===== config.mk =====
export PLATFORM = sky130hd
export DESIGN_NAME = column_cursor
export DESIGN_NICKNAME = d
export VERILOG_FILES = /design/src/rtl/column_cursor.sv
export SDC_FILE = /design/constraint.sdc
export NUM_CORES = 1
export LEC_CHECK = 0
export BUFFER_PORTS_ARGS = -buffer_cell sky130_fd_sc_hd__buf_2
export CAP_MARGIN = 10
export CORE_ASPECT_RATIO = 1.25
export CORE_MARGIN = 2
export CORE_UTILIZATION = 40
export CTS_CLUSTER_DIAMETER = 50
export DETAILED_ROUTE_END_ITERATION = 6
export PLACE_DENSITY_LB_ADDON = 0.12
export REMOVE_ABC_BUFFERS = 1
export SLEW_MARGIN = 10
export SYNTH_ARGS = -nofsm -noshare
export SYNTH_HDL_FRONTEND = slang
export SYNTH_SLANG_ARGS = --single-unit

===== constraint.sdc =====
create_clock -name CLOCK_50 -period 3.35 [get_ports CLOCK_50]
set_input_delay 0.67 -clock CLOCK_50 [delete_from_list [all_inputs] [get_ports CLOCK_50]]
set_output_delay 0.67 -clock CLOCK_50 [all_outputs]
set_load 0.01 [all_outputs]

===== src/rtl/column_cursor.sv =====
// Connect Four column cursor: turns PS/2 command codes into cursor moves with auto-repeat,
// a valid/ready drop request and player tracking. Define CURSOR_WRAP_EN for wrap-around edges.
module column_cursor #(
    parameter int NUM_COLS     = 7,
    parameter int REPEAT_DELAY = 25_000_000,
    parameter int REPEAT_RATE  = 10_000_000
) (
    input  logic                CLOCK_50,
    input  logic                RESET,
    input  logic [1:0]          KEY_TWO,
    input  logic [NUM_COLS-1:0] COL_FULL,
    input  logic                DROP_READY,
    output logic [2:0]          CURSOR,
    output logic                DROP_VALID,
    output logic [2:0]          DROP_COL,
    output logic                PLAYER,
    output logic                ERR_FULL
);

    typedef enum logic [2:0] {
        IDLE     = 3'd0,
        HOLD     = 3'd1,
        REPEAT   = 3'd2,
        DROP     = 3'd3,
        WAIT_REL = 3'd4
    } state_t;

    localparam logic [1:0]  CMD_NONE   = 2'b00;
    localparam logic [1:0]  CMD_RIGHT  = 2'b01;
    localparam logic [1:0]  CMD_LEFT   = 2'b10;
    localparam logic [1:0]  CMD_DROP   = 2'b11;
    localparam logic [2:0]  COL_MAX    = 3'(NUM_COLS - 1);
    localparam logic [2:0]  COL_HOME   = 3'(NUM_COLS / 2);
    localparam logic [25:0] DELAY_LAST = 26'(REPEAT_DELAY - 1);
    localparam logic [25:0] RATE_LAST  = 26'(REPEAT_RATE - 1);

    state_t      state_q, state_d;
    logic [1:0]  prev_q;
    logic [25:0] cnt_q, cnt_d;
    logic [2:0]  cursor_q, cursor_d;
    logic        valid_q, valid_d;
    logic [2:0]  col_q, col_d;
    logic        player_q, player_d;
    logic        err_q, err_d;

    logic        press;
    logic        repeat_due;
    logic [7:0]  full_pad;

    // Pad to 8 bits so a 3-bit cursor can index any legal column count.
    assign full_pad   = 8'(COL_FULL);
    assign press      = (KEY_TWO != prev_q) && (KEY_TWO != CMD_NONE);
    assign repeat_due = ((state_q == HOLD)   && (cnt_q == DELAY_LAST)) ||
                        ((state_q == REPEAT) && (cnt_q == RATE_LAST));

    function automatic logic [2:0] step_col(input logic [2:0] col, input logic [1:0] cmd);
        logic [2:0] res;
        res = col;
        if (cmd == CMD_RIGHT) begin
`ifdef CURSOR_WRAP_EN
            res = (col == COL_MAX) ? 3'd0 : col + 3'd1;
`else
            res = (col == COL_MAX) ? col : col + 3'd1;
`endif
        end else if (cmd == CMD_LEFT) begin
`ifdef CURSOR_WRAP_EN
            res = (col == 3'd0) ? COL_MAX : col - 3'd1;
`else
            res = (col == 3'd0) ? col : col - 3'd1;
`endif
        end
        return res;
    endfunction

    always_comb begin
        state_d  = state_q;
        cnt_d    = cnt_q;
        cursor_d = cursor_q;
        valid_d  = valid_q;
        col_d    = col_q;
        player_d = player_q;
        err_d    = 1'b0;

        case (state_q)
            IDLE, HOLD, REPEAT: begin
                if (press) begin
                    cnt_d = '0;
                    if (KEY_TWO == CMD_DROP) begin
                        // Fullness is judged only here; later changes cannot withdraw the request.
                        if (full_pad[cursor_q]) begin
                            err_d   = 1'b1;
                            state_d = WAIT_REL;
                        end else begin
                            valid_d = 1'b1;
                            col_d   = cursor_q;
                            state_d = DROP;
                        end
                    end else begin
                        cursor_d = step_col(cursor_q, KEY_TWO);
                        state_d  = HOLD;
                    end
                end else if (state_q != IDLE) begin
                    if (KEY_TWO == CMD_NONE) begin
                        cnt_d   = '0;
                        state_d = IDLE;
                    end else if (repeat_due) begin
                        cursor_d = step_col(cursor_q, KEY_TWO);
                        cnt_d    = '0;
                        state_d  = REPEAT;
                    end else begin
                        cnt_d = cnt_q + 26'd1;
                    end
                end
            end
            DROP: begin
                if (DROP_READY) begin
                    valid_d  = 1'b0;
                    player_d = ~player_q;
                    state_d  = WAIT_REL;
                end
            end
            WAIT_REL: begin
                if (KEY_TWO == CMD_NONE) begin
                    state_d = IDLE;
                end
            end
            default: begin
                state_d = IDLE;
            end
        endcase
    end

    always_ff @(posedge CLOCK_50) begin
        if (RESET) begin
            state_q  <= IDLE;
            prev_q   <= CMD_NONE;
            cnt_q    <= '0;
            cursor_q <= COL_HOME;
            valid_q  <= 1'b0;
            col_q    <= 3'd0;
            player_q <= 1'b0;
            err_q    <= 1'b0;
        end else begin
            state_q  <= state_d;
            prev_q   <= KEY_TWO;
            cnt_q    <= cnt_d;
            cursor_q <= cursor_d;
            valid_q  <= valid_d;
            col_q    <= col_d;
            player_q <= player_d;
            err_q    <= err_d;
        end
    end

    assign CURSOR     = cursor_q;
    assign DROP_VALID = valid_q;
    assign DROP_COL   = col_q;
    assign PLAYER     = player_q;
    assign ERR_FULL   = err_q;

endmodule

==> metrics.yaml <==
clock_power_share_pct: 32.9
design.die.area_um2: 6450
switching_share_pct: 29.8
final_period_minus_worst_setup_slack_ns: 2.43
mostFrequentLayoutCell: "sky130_fd_sc_hd__dfxtp_1"
fin_tns_setup_ns: 0
via_count_of_the_first_global_routing_pass: 2049
finish.cell_count_without_fillers: 360
clock_insertion_delay_worst_skew_ns: 0.29
cts.reportedPaths.clkPinSlew_ns: 0.08
power_density_nw_per_um2: 405
worst_r2r_path_depth: 7
final-setup-viol-count: 0
post_drt_wl_per_cell_um: 15.4
vdd.ir_drop.worst_v: 0.000180
ys_types: 58
dp.final_hpwl_um: 4110
synth-edff-count: 0
hold_class: "flop to flop"
synth_seq_area_share_pct: 34.4
antenna_found_initial: 0
drt_wl_total_um: 5560
max_cap_violations: 0
grt_max_degree: 23
worst-endpoint-arrival_ns: 2.61
layout_common_cells: "sky130_fd_sc_hd__dfxtp_1 (40), sky130_fd_sc_hd__nor2_1 (31), sky130_fd_sc_hd__nand2_1 (29), sky130_fd_sc_hd__buf_2 (20), sky130_fd_sc_hd__nand3_1 (18)"
postRouteAntennaNets: 0
drt-vias-per-instance: 5.71
clock_tree_root_buffer_cell: "sky130_fd_sc_hd__clkbuf_8"
internal_power_uw: 728
groute.usage.overall_pct: 18.7
syn_area_per_cell_um2: 8.50
achievable-frequency_mhz: 411
share_of_cells_above_drive_strength_1_pct: 15.0
overflow: 0
placement_rows: 31
areaGrowthSynthToFinish_pct: 9.77
critical_path_class: "input pin to flop"
htreeDepth: 2
hold_viol: 0
synth-async-reset-ratio_pct: 0
cts_tree: "done"
io_pins: 21
place_inst: 352
finalMaxSlewViolations: 0
ys.flop_type: "sky130_fd_sc_hd__dfxtp_1"
power_mw: 1.04
synth_seq_cells: 40
grt_setup_unrepaired: "false"
crit_fanout: 9
postSynthCellCount: 274
die-height_um: 89.3
fin_worst_skew_ns: 0.00455
cts_num_sinks: 40
portBuffers: 20
p_sw_uw: 308
worst-slew-pin-transition_ns: 0.631
status: "finished, final reports clean"
critPathCaptureType: "flop"
dieWidth_um: 72.3
design.final.nets: 310
coreArea_um2: 5700
cp_data_required_time_ns: 3.52
dr_total_vias: 2054
dr.first_iter.drc_count: 102
antenna_diode_count: 0
sort_of_element_at_the_start_of_the_critical_path: "input pin"
post_route_clock_period_utilization_pct: 72.7
post_route_drc: 0
synth.cell_area_um2: 2330
timing.hold.worst_path_depth: 2
r2r_slack_ns: 0.98
combPwrFrac_pct: 17.8
grt_pass1_wl_um: 9380
postCtsSetupBuffers: 0
cts_hold_repair.buffers: 0
initial_core_utilization_pct: 40.9
finalHoldWorstSlack_ns: 0.457
cts_buffer_depth: 2
seq_power_share_pct: 49.3
timing.slew.headroom_pct: 57.8
cts_buffers: 5
detailedRoute.firstPassIterationCount: 4
place.gp.congestion: 0.785
cts_resized: 0
leakage_nw: 0.910
synth-warning-count: 0
[area by class of cell]
cell class                      instances  area [um2]
Sequential cell                        40         801
Multi-Input combinational cell        218        1450
Fill cell                             576        3140
Clock buffer                            7        86.3
Clock inverter                          1        7.51
Tap cell                               66        82.6
Timing Repair Buffer                   21         108
Inverter                                7        26.3
[through the flow]
stage	area [um2]	utilization [%]	worst slack, ns
3_3_place_gp	2460	43.2	0.653
6_report	2560	44.9	0.916
5_1_grt	2560	44.9	0.753
3_5_place_dp	2460	43.2	0.606
4_1_cts	2560	44.9	0.921
2_1_floorplan	2270	-	0.879
[kinds of logic after synthesis]
group,after synthesis,synth area share [%]
multiplexers,6,3.17
buffers and inverters,16,3.54
XOR/XNOR,20,7.52
adder cells (fa/ha/maj),5,3.01
flip-flops,40,34.4
AO/OA/AOI/OAI,45,14.8
AND/OR/NAND/NOR,142,33.6
[power groups by stage]
stage	registers, mW	clock network [mW]	logic [mW]
floorplan	0.520	0	0.125
global placement	0.522	0	0.185
detailed placement	0.522	0	0.185
CTS	0.511	0.350	0.187
global route	0.515	0.370	0.207
finish	0.511	0.341	0.184
[cells in the mapped netlist, drive strengths merged (2+ instances only)]
cell type  instances  area share [%]
and3               8             2.1
and4               3             1.1
nand4b             2            0.75
or4                4             1.4
clkbuf             4             1.1
a21oi             13             3.8
nor3b              2            0.64
nor4               5             1.6
dfxtp             40              34
nand2b             4             1.1
o22ai              2            0.81
a21boi             2            0.64
nand2             29             4.7
nand3             18             3.9
nor2b              3            0.81
nand4             12             3.2
xnor2              5             1.9
nor4b              3             1.4
nor2              32             5.3
o211ai             2            0.64
or3                5             1.6
buf                5             1.3
nor4bb             3             1.3
xor2              15             5.6
and2               4             1.2
a31oi              5             1.3
nor3               2            0.43
a211o              2             1.1
o21ai              9             1.9
ha                 4             2.1
inv                7             1.1
a21o               2            0.64
mux2i              4             1.7
a32oi              3             1.1
[layer usage]
metal	routed length, um	track usage [%]	vias to the layer above
li1	-	-	1032
met1	2410	20.6	968
met2	2830	34.7	40
met3	162	2.93	14
met4	159	8.92	0
met5	0	0	-
[final timing paths]
check | from | endpoint
min reg2reg | DROP_COL[2] | DROP_COL[2]
max | KEY_TWO[0] | cnt_q[12]
max reg2reg | cnt_q[1] | cnt_q[15]
min | DROP_COL[2] | DROP_COL[2]
[worst max-delay path: stages]
cell and delay [ns]:
sky130_fd_sc_hd__buf_2 0.12, sky130_fd_sc_hd__inv_1 0.07, sky130_fd_sc_hd__ha_1 0.27, sky130_fd_sc_hd__a211o_4 0.38
sky130_fd_sc_hd__o21bai_4 0.22, sky130_fd_sc_hd__and2_4 0.19, sky130_fd_sc_hd__or4_4 0.48, sky130_fd_sc_hd__xor2_1 0.18
sky130_fd_sc_hd__nor2_2 0.04
[flip-flops by register name, indices dropped and copies added (netlist names)]
name	count
CURSOR	3
DROP_COL	3
DROP_VALID	1
cnt_q	26
ERR_FULL	1
prev_q	2
state_q	3
PLAYER	1
Power figures use the tool's default switching activity.
